$ cat src/rtl/pcie_tx_layer_nch.sv
// pcie_tx_layer_nch: NUM_CH virtual-channel transmit datapath with controller FSM
module pcie_tx_layer_nch #(
    parameter int DATA_WIDTH = 6,
    parameter int NUM_CH     = 2,
    parameter int MAIN_DEPTH = 8,
    parameter int VC_DEPTH   = 16,
    parameter int D_DEPTH    = 4,
    parameter int TH_W       = 4
) (
    input  logic                         clk,
    input  logic                         reset,
    input  logic                         init,
    input  logic                         wr_enable,
    input  logic [DATA_WIDTH-1:0]        data_in,
    input  logic [TH_W-1:0]              umbral_main,
    input  logic [TH_W-1:0]              umbral_vc,
    input  logic [TH_W-1:0]              umbral_d,
    input  logic [NUM_CH-1:0]            pop_d,
    output logic [NUM_CH*DATA_WIDTH-1:0] data_out_d,
    output logic [NUM_CH-1:0]            empty_d,
    output logic [NUM_CH-1:0]            error_d,
    output logic                         pause_main,
    output logic [2:0]                   state_out,
    output logic                         idle_out,
    output logic                         active_out,
    output logic                         error_out
);
    localparam int DW   = DATA_WIDTH;
    localparam int CH_W = $clog2(NUM_CH);
    localparam int MA_W = $clog2(MAIN_DEPTH);
    localparam int VA_W = $clog2(VC_DEPTH);
    localparam int DA_W = $clog2(D_DEPTH);

    typedef enum logic [2:0] {
        S_RESET  = 3'd0,
        S_INIT   = 3'd1,
        S_IDLE   = 3'd2,
        S_ACTIVE = 3'd3,
        S_ERROR  = 3'd4
    } state_t;

    state_t state, state_nx;
    logic [TH_W-1:0] th_main, th_vc, th_d;

    logic [DW-1:0]   main_mem [MAIN_DEPTH];
    logic [MA_W-1:0] main_rd, main_wr;
    logic [MA_W:0]   main_cnt;

    logic [DW-1:0]   vc_mem [NUM_CH][VC_DEPTH];
    logic [VA_W-1:0] vc_rd [NUM_CH];
    logic [VA_W-1:0] vc_wr [NUM_CH];
    logic [VA_W:0]   vc_cnt [NUM_CH];

    logic [DW-1:0]   d_mem [NUM_CH][D_DEPTH];
    logic [DA_W-1:0] d_rd [NUM_CH];
    logic [DA_W-1:0] d_wr [NUM_CH];
    logic [DA_W:0]   d_cnt [NUM_CH];

    logic              run, pop_ok, all_empty, err_ev;
    logic [DW-1:0]     main_head, grant_data;
    logic [CH_W-1:0]   main_cls, grant, rr_ptr;
    logic              main_af, main_full, main_pop, main_push, main_ovf, wr_acc, grant_vld;
    logic [DW-1:0]     vc_head [NUM_CH];
    logic [CH_W-1:0]   vc_dest [NUM_CH];
    logic [NUM_CH-1:0] vc_af, d_af, vc_push, vc_pop, d_push, d_pop, d_err, elig;

    function automatic logic almost_full(input int cnt, input int th, input int depth);
        return cnt + th >= depth;
    endfunction

    // Transfer decisions: gating, almost-full flags, round-robin grant
    always_comb begin
        run       = state == S_IDLE || state == S_ACTIVE;
        pop_ok    = state != S_RESET;
        main_head = main_mem[main_rd];
        main_cls  = main_head[DW-1 -: CH_W];
        main_af   = almost_full(int'(main_cnt), int'(th_main), MAIN_DEPTH);
        main_full = main_cnt == (MA_W+1)'(MAIN_DEPTH);
        all_empty = main_cnt == '0;
        for (int i = 0; i < NUM_CH; i++) begin
            vc_head[i] = vc_mem[i][vc_rd[i]];
            vc_dest[i] = vc_head[i][DW-1-CH_W -: CH_W];
            vc_af[i]   = almost_full(int'(vc_cnt[i]), int'(th_vc), VC_DEPTH);
            d_af[i]    = almost_full(int'(d_cnt[i]), int'(th_d), D_DEPTH);
            d_err[i]   = pop_ok && pop_d[i] && d_cnt[i] == '0;
            d_pop[i]   = pop_ok && pop_d[i] && d_cnt[i] != '0;
            all_empty  = all_empty && vc_cnt[i] == '0 && d_cnt[i] == '0;
        end
        for (int i = 0; i < NUM_CH; i++)
            elig[i] = run && vc_cnt[i] != '0 && !d_af[vc_dest[i]];
        grant     = rr_ptr;
        grant_vld = 1'b0;
        for (int k = NUM_CH - 1; k >= 0; k--) begin
            if (elig[rr_ptr + CH_W'(k)]) begin
                grant_vld = 1'b1;
                grant     = rr_ptr + CH_W'(k);
            end
        end
        grant_data = vc_head[grant];
        vc_pop     = grant_vld ? NUM_CH'(1) << grant : '0;
        d_push     = grant_vld ? NUM_CH'(1) << grant_data[DW-1-CH_W -: CH_W] : '0;
        main_pop   = run && main_cnt != '0 && !vc_af[main_cls];
        wr_acc     = run && wr_enable;
        main_ovf   = wr_acc && main_full && !main_pop;
        main_push  = wr_acc && !main_ovf;
        vc_push    = main_pop ? NUM_CH'(1) << main_cls : '0;
        err_ev     = main_ovf || |d_err;
    end

    // Controller next state; errors dominate, then init, then traffic
    always_comb begin
        state_nx = state;
        case (state)
            S_RESET:  state_nx = S_INIT;
            S_INIT:   state_nx = err_ev ? S_ERROR : init ? S_INIT : S_IDLE;
            S_IDLE:   state_nx = err_ev ? S_ERROR : init ? S_INIT : wr_acc ? S_ACTIVE : S_IDLE;
            S_ACTIVE: state_nx = err_ev ? S_ERROR : init ? S_INIT :
                                 (all_empty && !wr_enable) ? S_IDLE : S_ACTIVE;
            default:  state_nx = S_ERROR;
        endcase
    end

    // Status outputs and show-ahead D heads (zero while empty)
    always_comb begin
        data_out_d = '0;
        for (int i = 0; i < NUM_CH; i++) begin
            empty_d[i]             = d_cnt[i] == '0;
            data_out_d[i*DW +: DW] = empty_d[i] ? '0 : d_mem[i][d_rd[i]];
        end
        pause_main = main_af;
        state_out  = state;
        idle_out   = state == S_IDLE;
        active_out = state == S_ACTIVE;
        error_out  = state == S_ERROR;
    end

    // Controller state and thresholds latched only while held in INIT
    always_ff @(posedge clk or posedge reset) begin
        if (reset) begin
            state   <= S_RESET;
            th_main <= '0;
            th_vc   <= '0;
            th_d    <= '0;
        end else begin
            state <= state_nx;
            if (state == S_INIT && init) begin
                th_main <= umbral_main;
                th_vc   <= umbral_vc;
                th_d    <= umbral_d;
            end
        end
    end

    // FIFO pointers, counters, sticky pop errors and round-robin pointer
    always_ff @(posedge clk or posedge reset) begin
        if (reset) begin
            main_rd  <= '0;
            main_wr  <= '0;
            main_cnt <= '0;
            for (int i = 0; i < NUM_CH; i++) begin
                vc_rd[i]  <= '0;
                vc_wr[i]  <= '0;
                vc_cnt[i] <= '0;
                d_rd[i]   <= '0;
                d_wr[i]   <= '0;
                d_cnt[i]  <= '0;
            end
            error_d <= '0;
            rr_ptr  <= '0;
        end else begin
            if (main_push) main_wr <= main_wr + MA_W'(1);
            if (main_pop) main_rd <= main_rd + MA_W'(1);
            main_cnt <= main_cnt + (MA_W+1)'(main_push) - (MA_W+1)'(main_pop);
            for (int i = 0; i < NUM_CH; i++) begin
                if (vc_push[i]) vc_wr[i] <= vc_wr[i] + VA_W'(1);
                if (vc_pop[i]) vc_rd[i] <= vc_rd[i] + VA_W'(1);
                vc_cnt[i] <= vc_cnt[i] + (VA_W+1)'(vc_push[i]) - (VA_W+1)'(vc_pop[i]);
                if (d_push[i]) d_wr[i] <= d_wr[i] + DA_W'(1);
                if (d_pop[i]) d_rd[i] <= d_rd[i] + DA_W'(1);
                d_cnt[i] <= d_cnt[i] + (DA_W+1)'(d_push[i]) - (DA_W+1)'(d_pop[i]);
                if (d_err[i]) error_d[i] <= 1'b1;
            end
            if (grant_vld) rr_ptr <= grant + CH_W'(1);
        end
    end

    // FIFO storage, written at the tail pointers
    always_ff @(posedge clk) begin
        if (main_push) main_mem[main_wr] <= data_in;
        for (int i = 0; i < NUM_CH; i++) begin
            if (vc_push[i]) vc_mem[i][vc_wr[i]] <= main_head;
            if (d_push[i]) d_mem[i][d_wr[i]] <= grant_data;
        end
    end
endmodule
$ cat config.mk
export PLATFORM = sky130hd
export DESIGN_NAME = pcie_tx_layer_nch
export DESIGN_NICKNAME = d
export VERILOG_FILES = /design/src/rtl/pcie_tx_layer_nch.sv
export SDC_FILE = /design/constraint.sdc
export NUM_CORES = 1
export LEC_CHECK = 0
export ABC_AREA = 1
export BUFFER_PORTS_ARGS = -buffer_cell sky130_fd_sc_hd__buf_4
export CAP_MARGIN = 30
export CORE_MARGIN = 2
export CORE_UTILIZATION = 35
export CTS_BUF_LIST = sky130_fd_sc_hd__clkbuf_8
export CTS_CLUSTER_DIAMETER = 40
export DETAILED_ROUTE_END_ITERATION = 8
export SYNTH_ARGS = -nofsm -noshare
export SYNTH_HDL_FRONTEND = slang
export SYNTH_SLANG_ARGS = --single-unit
$ cat constraint.sdc
create_clock -name clk -period 7.1 [get_ports clk]
set_clock_uncertainty 0.2 [all_clocks]
set_input_delay 0.355 -clock clk [delete_from_list [all_inputs] [get_ports clk]]
set_output_delay 0.355 -clock clk [all_outputs]
set_load 0.01 [all_outputs]
### Word level (Yosys, flattened, before mapping)

Memories as Yosys holds them, arrays and structs flattened.
Index checks and enable logic that the tools add are counted.

* word-level logic and storage cells: 200
* output and inout port bits: 23
* memories: 3
* flip-flop bits (word level): 68
* input bits: 24
* RAM bits: 288

* order comparisons: 23
* shift operators: 3
* bitwise logic cells: 9
* mux-type cells: 61
* $add $sub $neg: 27
* eq/ne operators: 5
* reduce and logical (&&, ||, !) cells: 47

Memories
* vc_mem: depth 2, bits a word 96, rd ports 2, clocked after memory_dff 0, wr ports 2, RTL line 49 `logic [DW-1:0] vc_mem [NUM_CH][VC_DEPTH];`
* d_mem: depth 2, bits a word 24, rd ports 2, clocked after memory_dff 0, wr ports 2, RTL line 54 `logic [DW-1:0] d_mem [NUM_CH][D_DEPTH];`
* main_mem: depth 8, bits a word 6, rd ports 1, clocked after memory_dff 0, wr ports 1, RTL line 45 `logic [DW-1:0] main_mem [MAIN_DEPTH];`

Operators by type and width (number)
* 96-bit two-way mux: 2
* 6-bit two-way mux: 17
* 6-bit binary-select mux with 4-bit select: 2
* 6-bit demux with 4-bit select: 2
* 24-bit two-way mux: 2
* 1-bit logical AND: 26
* 6-bit binary-select mux with 2-bit select: 2
* 6-bit demux with 2-bit select: 2
* 1-bit two-way mux: 22
* 5-bit >= comparator (second input constant): 4
* 4-bit NOT with 5-bit output: 4
* 4-bit by 1-bit adder with 4-bit output (second input constant): 4
* 5-bit by 4-bit adder with 6-bit output: 2
* 3-bit >= comparator (second input constant): 4
* 6-bit by 5-bit >= comparator with 1-bit output (second input constant): 2
* 2-bit two-way mux: 6
* 2-bit NOT with 3-bit output: 4
* 3-bit case mux with 4 select lines: 1
* 3-bit by 4-bit adder with 5-bit output: 2
* 5-bit by 1-bit adder with 5-bit output: 2
* 5-bit by 3-bit >= comparator with 1-bit output (second input constant): 2
* 5-bit logical NOT: 2
* 1-bit by 2-bit < comparator with 1-bit output (second input constant): 5
* 5-bit by 1-bit < comparator with 1-bit output (second input constant): 2
* other kinds (27): 52

### Longest topological paths before layout

Gate-level depths: netlist of run 1.

* depth in word-level cells: 20
* gate-level depth with buffers: 21
* mapped depth without buffers: 20

### Least setup slack after synthesis of run 1

No wires, ideal clock.

* path type: flip-flop to flip-flop
* start point: reg main_rd[0]
* end point: reg vc_cnt[4] in the netlist's numbering
* data required time: 6821 ps
* path slack: 3398 ps
* arrival: 3422 ps
* cell stages (with the launch flop): 18
* period minus slack after synthesis: 3702 ps
* cell sequence: dfrtp_1 buf_2 inv_2 nor2_1 o21ai_1 inv_1 o21ai_1 nand2_1 nand3_1 inv_2 nand2_1 ha_1 inv_1 ha_1 inv_1 fa_1 o21ai_0 xor2_1

* cells in the longest elaborated chain, start to end: 8
* elaborated cells on any way between the ends: 9
* classes of those cells: 2 x add/sub; 1 x shift; 3 x mux; 2 x reduce/logical; 1 x memory

Ends and longest elaborated chain
* start: declaration: RTL line 46 `logic [MA_W-1:0] main_rd, main_wr;`
* start signal: assignment: RTL line 172 `if (main_pop) main_rd <= main_rd + MA_W'(1);`
* memory read 8 x 6 bit
* via main_head[5]: RTL line 60 `logic [DW-1:0] main_head, grant_data;`
* 1-bit two-way mux (implied by the code) (2 in series): RTL line 102 `main_pop = run && main_cnt != '0 && !vc_af[main_cls];`
* 1-bit logical NOT: RTL line 102
* 1-bit logical AND: RTL line 102
* via main_pop: RTL line 62 `logic main_af, main_full, main_pop, main_push, main_ovf, wr_acc, grant_vld;`
* 2-bit two-way mux: RTL line 106 `vc_push = main_pop ? NUM_CH'(1) << main_cls : '0;`
* 5-bit by 1-bit adder with 5-bit output: RTL line 177 `vc_cnt[i] <= vc_cnt[i] + (VA_W+1)'(vc_push[i]) - (VA_W+1)'(vc_pop[i]);`
* 5-bit by 1-bit subtractor with 5-bit output: RTL line 177
* end signal: indexed assignment: RTL line 177
* end: declaration: RTL line 52 `logic [VA_W:0] vc_cnt [NUM_CH];`

The timed path passes the listed nets, and every way through them passes these cells. The select of a mux whose other input is x is not followed.
A chain may end at the register's enable or synchronous reset.

### Worst setup path in the final report of run 1

Same ends and word-level chain as after synthesis.

==> flow_summary.json, run 1 <==
{
  "yosys.area.top_type": "edfxtp_1",
  "cp.required_ns": 7.43,
  "syn_inst": 1322,
  "start_util_pct": 35.3,
  "hp-class": "in -> async",
  "max_freq_ghz": 0.241,
  "p_per_area_nw_per_um2": 255,
  "firstDrtPassIters": 5,
  "via_count": 9976,
  "cp-start-kind": "flop",
  "die-area_um2": 46000,
  "yosysSeqAreaShare_pct": 66.8,
  "yosys-top-cells-count": "288 x edfxtp_1, 218 x nor2_1, 191 x nand2_1, 110 x o21ai_0, 90 x inv_1",
  "post-route-period-util_pct": 58.5,
  "final_area_um2": 18000,
  "cp_max_fo": 34,
  "postCtsSetupBuffers": 0,
  "ios": 47,
  "area_growth_syn_to_layout_pct": 16.1,
  "routed_via_density": 4.84,
  "worst_pin_slew_ns": 1.00,
  "synth_edf_count": 288,
  "cpPeakStageDelay_ns": 0.84,
  "post_dp_cell_area_um2": 16500,
  "avgSynthCellArea_um2": 11.7,
  "grt_max_degree": 69,
  "clkSlewWorstSetupHoldPaths_ns": 0.07,
  "drive_above_1_share_pct": 13.3,
  "status": "complete, no violations",
  "grt-ovfl-total": 0,
  "critPathKind": "reg -> reg",
  "ant_nets": 0,
  "hpwl_um": 22100,
  "synth_area_leaders": "edfxtp_1 56%, dfrtp_1 11%, nor2_1 5.3%",
  "syn-num-nets": 1412,
  "grt_pass1_wl_um": 54700,
  "num-fill-cells": 4204,
  "yosysMostFrequentCell": "edfxtp_1",
  "netlist.area_leader.share_pct": 55.8,
  "root_buffer": "clkbuf_8",
  "portBuffers": 46,
  "end_kind": "flop",
  "p_leak_nw": 6.88,
  "clkLatencyLatePin_ns": 0.61,
  "drtIter0Drc": 843,
  "cpLargestDelayFamily": "adder cells",
  "ys_warn_count": 0,
  "dp_cells": 1930,
  "timing_hold_violations_final": 0,
  "cts_tree": "yes",
  "coreArea_um2": 43900,
  "clock_path_buffers": 3,
  "cp_num_buf_inv": 5,
  "synth_cell_types": 43,
  "rows": 77,
  "arrival_ns": 4.49,
  "syn_area_um2": 15500,
  "antenna_found_initial": 0,
  "die_w_um": 214,
  "diodes": 0,
  "htreeDepth": 2,
  "maxSlewHeadroom_pct": 32.8,
  "stdcell_count": 2063,
  "cts_sinks": 356,
  "drv_cap": 0,
  "post-route-min-period_ns": 4.16,
  "cp_common_cell": "nand2_1",
  "setup_viol": 0,
  "drt-wirelength-per-cell_um": 16.7,
  "cts_made_buffers": 57,
  "grt_setup_unrepaired": "false",
  "crit_path_cell_trace": "inv_2 -> o21ai_0 -> o22ai_1 -> nand2_1 -> o21ai_2 -> buf_4 -> nand2_1 -> nand3_1 -> inv_2 -> nand2_1 -> ha_1 -> inv_1 -> ha_1 -> inv_1 -> fa_1 -> o21ai_0 -> xor2_1",
  "vdd_drop_max_v": 0.000132,
  "drv_slew": 0,
  "ys_ff_latch": 356,
  "synth-async-reset-ratio_pct": 19.1,
  "finalSetupTns_ns": 0,
  "wirelength_um": 34500,
  "final_util_pct": 40.9,
  "fp.dieH_um": 214,
  "crit_path_top_delay_cell": "dfrtp_1",
  "fin_nets": 1513,
  "place_congestion": 0.830,
  "regArea_um2": 10300,
  "grt_use_total_pct": 14.9,
  "first_global_vias": 10100,
  "synthFlopType": "edfxtp_1",
  "route.detailed.drc": 0,
  "multiInputGateArea_um2": 4630
}
==> routing by layer <==
metal / vias up / routed length, µm / global-route usage (%)
met5: - / 0 / 0
met4: 0 / 621 / 4.19
met3: 62 / 1640 / 2.79
met2: 238 / 17000 / 25.4
met1: 4871 / 15200 / 19.4
li1: 4805 / - / -
==> area by class of cell <==
class,instances,area share (%)
clock inverters,44,1.75
inverters,104,2.18
well taps,592,4.12
clock buffers,63,4.82
flip-flops and latches,356,57.6
multi-input cells,822,25.7
repair buffers,82,3.84
==> tightest hold or removal path, stage by stage <==
cell           delay (ns)
dlygate4sd3_1        0.54
buf_4                0.14
clkinv_2             0.03
buf_4                0.14
==> path summary, 6_finish.rpt <==
check / from / to / slack (ns) / depth (start not counted)
max in group asynchronous: reset / d_rd[1] / 6.08 / 5
worst max register to register: main_rd[0] / vc_cnt[4] / 2.94 / 17
worst min register to register: error_d[0] / error_d[0] / 0.28 / 2
min in group clk: error_d[0] / error_d[0] / 0.28 / 2
worst max-delay path: main_rd[0] / vc_cnt[4] / 2.94 / 17
worst min-delay path: reset / vc_rd[7] / 0.05 / 4
==> power breakdown <==
part | switching [W] | internal [W]
logic | 0.000256 | 0.000204
clock network | 0.000826 | 0.000973
registers | 0.0000663 | 0.00227
total | 0.00115 | 0.00344
==> cells in the final DEF, fill, tap and decap left out, drive strengths merged, types with 3 or more instances in the layout <==
master         n
dlygate4sd3   24
o21ai        116
o221ai         8
edfxtp       288
a31oi         11
mux2          10
clkbuf        63
a21oi         42
nand4         13
xnor2          7
nand3         57
clkinv        21
o22ai         18
xor2          25
inv          122
nand2        201
ha            58
bufinv         4
a221oi         7
nor3           7
o211ai         3
dfrtp         68
a311oi         4
buf           58
fa             8
nor2         221
==> timing repair <==
action | in CTS | in global routing
endpoints found under the hold margin | 138 | 0
hold buffers | 24 | 0
endpoints found under the setup margin | 0 | 0
gates resized for setup | 0 | 0
==> state kept, by name, indices dropped and copies added, names as in the netlist <==
| name | cells |
|---|---|
| main_wr | 3 |
| d_mem | 48 |
| th_vc | 4 |
| d_rd | 4 |
| main_cnt | 4 |
| main_rd | 3 |
| main_mem | 48 |
| vc_wr | 8 |
| d_wr | 4 |
| rr_ptr | 1 |
| d_cnt | 6 |
| th_d | 4 |
| vc_rd | 8 |
| state_out | 3 |
| vc_cnt | 10 |
| th_main | 4 |
| vc_mem | 192 |
| error_d | 2 |
==> logic make-up after synthesis <==
family / Yosys count / share of synthesized area (%)
and+or+nand+nor: 501 / 13.6
DFF: 356 / 66.8
AOI/OAI and AO/OA: 213 / 7.77
buffers and inverters: 144 / 3.57
adders and majority gates: 66 / 5.72
xor gates and xnor gates: 32 / 1.81
muxes: 10 / 0.727
==> per-stage QoR <==
step                      setup slack [ns]  hold WS (ns)  power, W
final                                 2.94        0.0530   0.00459
after global routing                  2.50        0.0299   0.00479
after CTS                             2.91         0.270   0.00464
after detailed placement              2.95         0.268   0.00283
after global placement                3.05         0.262   0.00281
after floorplan                       3.40         0.254   0.00263
(Power assumes the default switching activity.)
==> run 2: changes to the inputs <==
- ABC_AREA: 1 -> 0
- clock period: 7.1 -> 3.8 ns (I/O delays scaled with it)
==> flow_summary.json, run 2 <==
{
  "dp_cells": 1587,
  "fp.dieH_um": 213,
  "vdd_drop_max_v": 0.000446,
  "yosysMostFrequentCell": "edfxtp_1",
  "coreArea_um2": 43100,
  "fin_ws_ns": 0.165,
  "avgSynthCellArea_um2": 16.6,
  "grt_use_total_pct": 13.9,
  "rows": 76,
  "setup_viol": 0,
  "first_global_vias": 8692,
  "via_count": 8193,
  "grt-ovfl-total": 0,
  "end_kind": "flop",
  "antenna_found_initial": 1,
  "ys_ff_latch": 356,
  "cp-startpoint": "vc_rd[7]",
  "grt_max_degree": 45,
  "ios": 47,
  "synthFlopType": "edfxtp_1",
  "final_cell_mix": "288 x edfxtp_1, 115 x buf_4, 73 x inv_1",
  "place_congestion": 0.763,
  "reg2reg_slack_ns": 0.17,
  "portBuffers": 46,
  "synth_area_leaders": "edfxtp_1 57%, dfrtp_1 11%, mux4_2 7.5%",
  "maxSlewHeadroom_pct": 40.6,
  "netlist.area_leader.share_pct": 56.5,
  "timing_hold_violations_final": 0,
  "cp-start-kind": "flop",
  "route.detailed.drc": 0,
  "worst_pin_slew_ns": 0.885,
  "post-route-period-util_pct": 95.6,
  "firstDrtPassIters": 4,
  "yosys.area.top_type": "edfxtp_1",
  "worst_r2r_endpoint": "vc_cnt[9]",
  "drt-wirelength-per-cell_um": 17.6,
  "cts_made_buffers": 57,
  "htreeDepth": 2,
  "hpwl_um": 20000,
  "synth_cell_types": 54,
  "routed_via_density": 4.76,
  "finalSetupTns_ns": 0,
  "cp_max_fo": 11,
  "r2r-start": "vc_rd[7]",
  "swShare_pct": 33.1,
  "cts_sinks": 356,
  "hp-class": "in -> async",
  "arrival_ns": 3.95,
  "clock_power_share_pct": 23.0,
  "die-area_um2": 45400,
  "cts_tree": "yes",
  "fin_nets": 1178,
  "syn_inst": 921,
  "p_leak_nw": 6.68,
  "mostFrequentLayoutCell": "edfxtp_1",
  "post-route-min-period_ns": 3.63,
  "pwr-share-seq_pct": 42.7,
  "syn-num-nets": 1011,
  "grt_pass1_wl_um": 48300,
  "critPathKind": "reg -> reg",
  "yosysSeqAreaShare_pct": 67.7,
  "stdcell_count": 1720,
  "synth_edf_count": 288,
  "p_per_area_nw_per_um2": 745,
  "ys_warn_count": 0,
  "switching_power_w": 0.00450,
  "drive_above_1_share_pct": 28.7,
  "area_growth_syn_to_layout_pct": 19.3,
  "largest_reg_flops": 192,
  "wirelength_um": 30200,
  "max_freq_ghz": 0.275,
  "status": "complete, no violations",
  "total_power_w": 0.0136,
  "synth-async-reset-ratio_pct": 19.1,
  "drv_cap": 0,
  "die_w_um": 213,
  "root_buffer": "clkbuf_8",
  "clock_path_buffers": 3,
  "clkSlewWorstSetupHoldPaths_ns": 0.06,
  "clkLatencyLatePin_ns": 0.60,
  "ant_nets": 0,
  "internal-power_w": 0.00909,
  "yosys-top-cells-count": "288 x edfxtp_1, 68 x dfrtp_1, 58 x ha_1, 56 x inv_1, 51 x mux4_2",
  "start_util_pct": 35.5,
  "syn_area_um2": 15300,
  "drv_slew": 0,
  "crit_end": "vc_cnt[9]",
  "comb_power_share_pct": 34.3,
  "ff2ff_path_depth": 16,
  "place_ws_ns": 0.0140,
  "drtIter0Drc": 479,
  "cp.required_ns": 4.12
}
[run 2: cell count changes in the layout (fill, tap and decap cells not counted), moves of 29 or more]
cell     delta
o21ai_0    -98
nor2_1    -182
inv_1      -32
mux2_2     +29
buf_4      +60
nand2_1   -160
nand3_1    -47
mux4_2     +51
[run 2: stage by stage]
stage | util, % | hold slack [ns] | area [µm²]
after floorplan | - | 0.0635 | 15300
after global placement | 38.9 | 0.177 | 16700
after detailed placement | 38.9 | 0.180 | 16800
after CTS | 42.0 | 0.0881 | 18100
after global routing | 42.3 | 0.137 | 18200
final | 42.4 | 0.103 | 18200
[run 2: power groups by stage]
stage	clock, W	combinational (W)	sequential [W]
final	0.00312	0.00466	0.00581
after CTS	0.00323	0.00465	0.00581
after global placement	0	0.00449	0.00587
after global routing	0.00338	0.00524	0.00588
after detailed placement	0	0.00459	0.00588
after floorplan	0	0.00313	0.00565
[run 2: cell families after synthesis]
logic type	Yosys count	synth area share [%]
buffers and inverters	93	2.34
flip-flops	356	67.7
AND/OR/NAND/NOR	161	5.46
multiplexers	120	12.4
XOR/XNOR	35	2.00
AO/OA/AOI/OAI	89	4.26
adder cells (fa/ha/maj)	67	5.86
[run 2: cell type report]
| type | instances | area, µm² |
|---|---|---|
| fill | 3857 | 24800 |
| sequential | 356 | 10400 |
| multi-input combinational | 472 | 4710 |
| timing repair buffer | 144 | 1150 |
| clock buffer | 60 | 826 |
| tap | 585 | 732 |
| clock inverter | 45 | 263 |
| inverter | 57 | 215 |
| antenna | 1 | 2.50 |
[run 2: worst min path at each step]
stage | endpoint | slack [ns] | startpoint
3_3_place_gp | th_d[3] | 0.18 | reset
5_1_grt | error_d[0] | 0.14 | reset
3_5_place_dp | state_out[1] | 0.18 | init
6_report | error_d[0] | 0.10 | reset
2_1_floorplan | state_out[1] | 0.06 | init
4_1_cts | state_out[0] | 0.09 | reset
[run 2: critical path, stage by stage, from the launching register on]
cell and delay, ns:
dfrtp_1 0.58, mux2_2 0.40, o22ai_1 0.18, o21ai_0 0.13, buf_4 0.16, a21o_1 0.23, and2_1 0.23, or2_4 0.28
inv_2 0.06, ha_4 0.12, inv_2 0.04, ha_4 0.15, fa_2 0.37, a21oi_2 0.12, nor2_1 0.05, nor2_1 0.12
xnor2_1 0.13
[run 2: what timing repair did]
item / CTS / global route
hold endpoints to repair: 115 / 0
endpoints found under the setup margin: 0 / 20
buffers inserted: 0 / 3
gates resized for setup: 0 / 30
hold buffers: 24 / 0
[run 2: metal layers]
layer	wire length, µm	vias up	GRT usage, %
met1	13800	4151	18.7
met4	784	0	4.68
li1	-	3842	-
met2	14500	138	22.8
met3	1170	62	2.50
met5	0	-	0
==> run 3: changes to the inputs <==
- SETUP_SLACK_MARGIN: default -> 0.2
==> flow_summary.json, run 3 (synthesis results as in run 2) <==
{
  "internal-power_w": 0.00921,
  "grt_max_degree": 47,
  "ios": 47,
  "maxSlewHeadroom_pct": 39.0,
  "hpwl_um": 19800,
  "htreeDepth": 2,
  "cts_sinks": 356,
  "cpPeakStageDelay_ns": 0.37,
  "coreArea_um2": 43100,
  "clock_power_share_pct": 23.2,
  "final_cell_mix": "288 x edfxtp_1, 111 x buf_4, 69 x inv_1",
  "die-area_um2": 45400,
  "cp_max_fo": 3,
  "cp.required_ns": 4.12,
  "portBuffers": 46,
  "antenna_found_initial": 2,
  "start_util_pct": 35.5,
  "max_freq_ghz": 0.274,
  "diodes": 0,
  "met3_usage_pct": 2.93,
  "end_kind": "flop",
  "vdd_drop_max_v": 0.000294,
  "rows": 76,
  "post-route-period-util_pct": 96.1,
  "mostFrequentLayoutCell": "edfxtp_1",
  "critPathKind": "reg -> reg",
  "worst_pin_slew_ns": 0.908,
  "area_growth_syn_to_layout_pct": 19.5,
  "grtUsageMet1_pct": 18.0,
  "fp.dieH_um": 213,
  "timing_hold_violations_final": 0,
  "via_count": 8137,
  "cp-start-kind": "flop",
  "crit_path_top_delay_cell": "or3_4",
  "drv_cap": 0,
  "grt-ovfl-total": 0,
  "switching_power_w": 0.00450,
  "place_congestion": 0.772,
  "firstDrtPassIters": 5,
  "clkLatencyLatePin_ns": 0.60,
  "arrival_ns": 3.97,
  "crit_path_cell_trace": "ha_2 -> inv_2 -> fa_2 -> nor2b_2 -> a21oi_2 -> or3_1 -> or3_4 -> a21oi_4 -> or2_1 -> inv_1 -> ha_1 -> inv_1 -> ha_2 -> fa_2 -> a21oi_2 -> nor2_1 -> nor2_1 -> xnor2_1",
  "largest_reg_flops": 192,
  "drtIter0Drc": 413,
  "drv_slew": 0,
  "status": "complete, no violations",
  "num-fill-cells": 3880,
  "cts_tree": "yes",
  "setup_viol": 0,
  "hp-class": "in -> async",
  "route.detailed.drc": 0,
  "hold_ws_ns": 0.107,
  "die_w_um": 213,
  "busiest_layer": "met2",
  "regArea_um2": 10400,
  "clock_path_buffers": 3,
  "ant_nets": 0,
  "cts_made_buffers": 57,
  "post-route-min-period_ns": 3.65,
  "grt_pass1_wl_um": 47400,
  "drive_above_1_share_pct": 29.1,
  "routed_via_density": 4.74,
  "swShare_pct": 32.8,
  "drt-wirelength-per-cell_um": 17.3,
  "grt_use_total_pct": 13.5,
  "pwr-share-seq_pct": 42.4,
  "multiInputGateArea_um2": 4730,
  "clkSlewWorstSetupHoldPaths_ns": 0.06,
  "p_per_area_nw_per_um2": 750,
  "wirelength_um": 29700,
  "grt_setup_unrepaired": "true",
  "comb_power_share_pct": 34.4,
  "met2_usage_pct": 22.0,
  "p_leak_nw": 6.65,
  "fin_nets": 1173,
  "first_global_vias": 8479,
  "finalSetupTns_ns": 0,
  "root_buffer": "clkbuf_8"
}
==> run 3: cell types whose count changed in the layout (fill, tap and decap cells not counted), moves of 2 or more <==
cell,before,now
buf_2,2,0
buf_4,115,111
clkinv_1,12,15
inv_1,73,69
mux2i_1,26,24
mux2i_2,1,3
==> run 3: repair_timing <==
| action | 4_1_cts | 5_1_grt |
|---|---|---|
| hold endpoints to repair | 117 | 0 |
| buffers inserted | 4 | 6 |
| pin swaps | 5 | 16 |
| setup endpoints to repair | 3 | 38 |
| hold buffers | 24 | 0 |
| resized for setup | 5 | 34 |
==> run 3: worst paths after layout <==
kind,cells past startpoint,start,slack (ns),endpoint
max reg2reg,18,th_d[0],0.15,vc_cnt[9]
min in group clk,2,data_in[1],0.17,main_mem[7][1]
max in group asynchronous,4,reset,2.43,main_rd[0]
max,18,th_d[0],0.15,vc_cnt[9]
min reg2reg,1,error_d[0],0.28,error_d[0]
min,3,reset,0.11,error_d[0]
==> run 3: layout make-up <==
cell class                      count  share of cell area [%]
Clock buffer                       60                    4.52
Clock inverter                     46                    1.62
Inverter                           57                    1.19
Multi-Input combinational cell    472                    25.9
Sequential cell                   356                    56.6
Tap cell                          585                    4.00
Timing Repair Buffer              139                    6.17
==> run 3: power groups by stage <==
stage	combinational (W)	sequential [W]	clock [W]
floorplan	0.00313	0.00565	0
finish	0.00471	0.00581	0.00319
global placement	0.00443	0.00587	0
global route	0.00526	0.00589	0.00345
detailed placement	0.00452	0.00589	0
CTS	0.00461	0.00581	0.00329
==> run 3: metal layers <==
layer,routed length [µm],up-vias
met5,21,-
met4,592,4
met3,1200,53
li1,-,3826
met1,13600,4115
met2,14300,139
==> run 3: worst max-delay path, delay by kind of cell (launching register included) <==
kind | cells | cell delay [ns]
adder cells (fa/ha/maj) | 5 | 1.32
flip-flops | 1 | 0.35
XOR/XNOR | 1 | 0.12
AO/OA/AOI/OAI | 3 | 0.35
AND/OR/NAND/NOR | 6 | 1.11
buffers and inverters | 3 | 0.14
==> run 3: stage by stage <==
stage                     power (W)  utilization, %  setup WS (ns)  std cells  instance area (µm²)
after floorplan             0.00879               -          0.149        921                15300
after global placement       0.0103            38.7         0.0744       1574                16700
after detailed placement     0.0104            38.8         0.0577       1575                16700
after CTS                    0.0137            42.0         0.0540       1709                18100
after global routing         0.0146            42.4        -0.0156       1715                18300
final                        0.0137            42.4          0.147       1715                18300
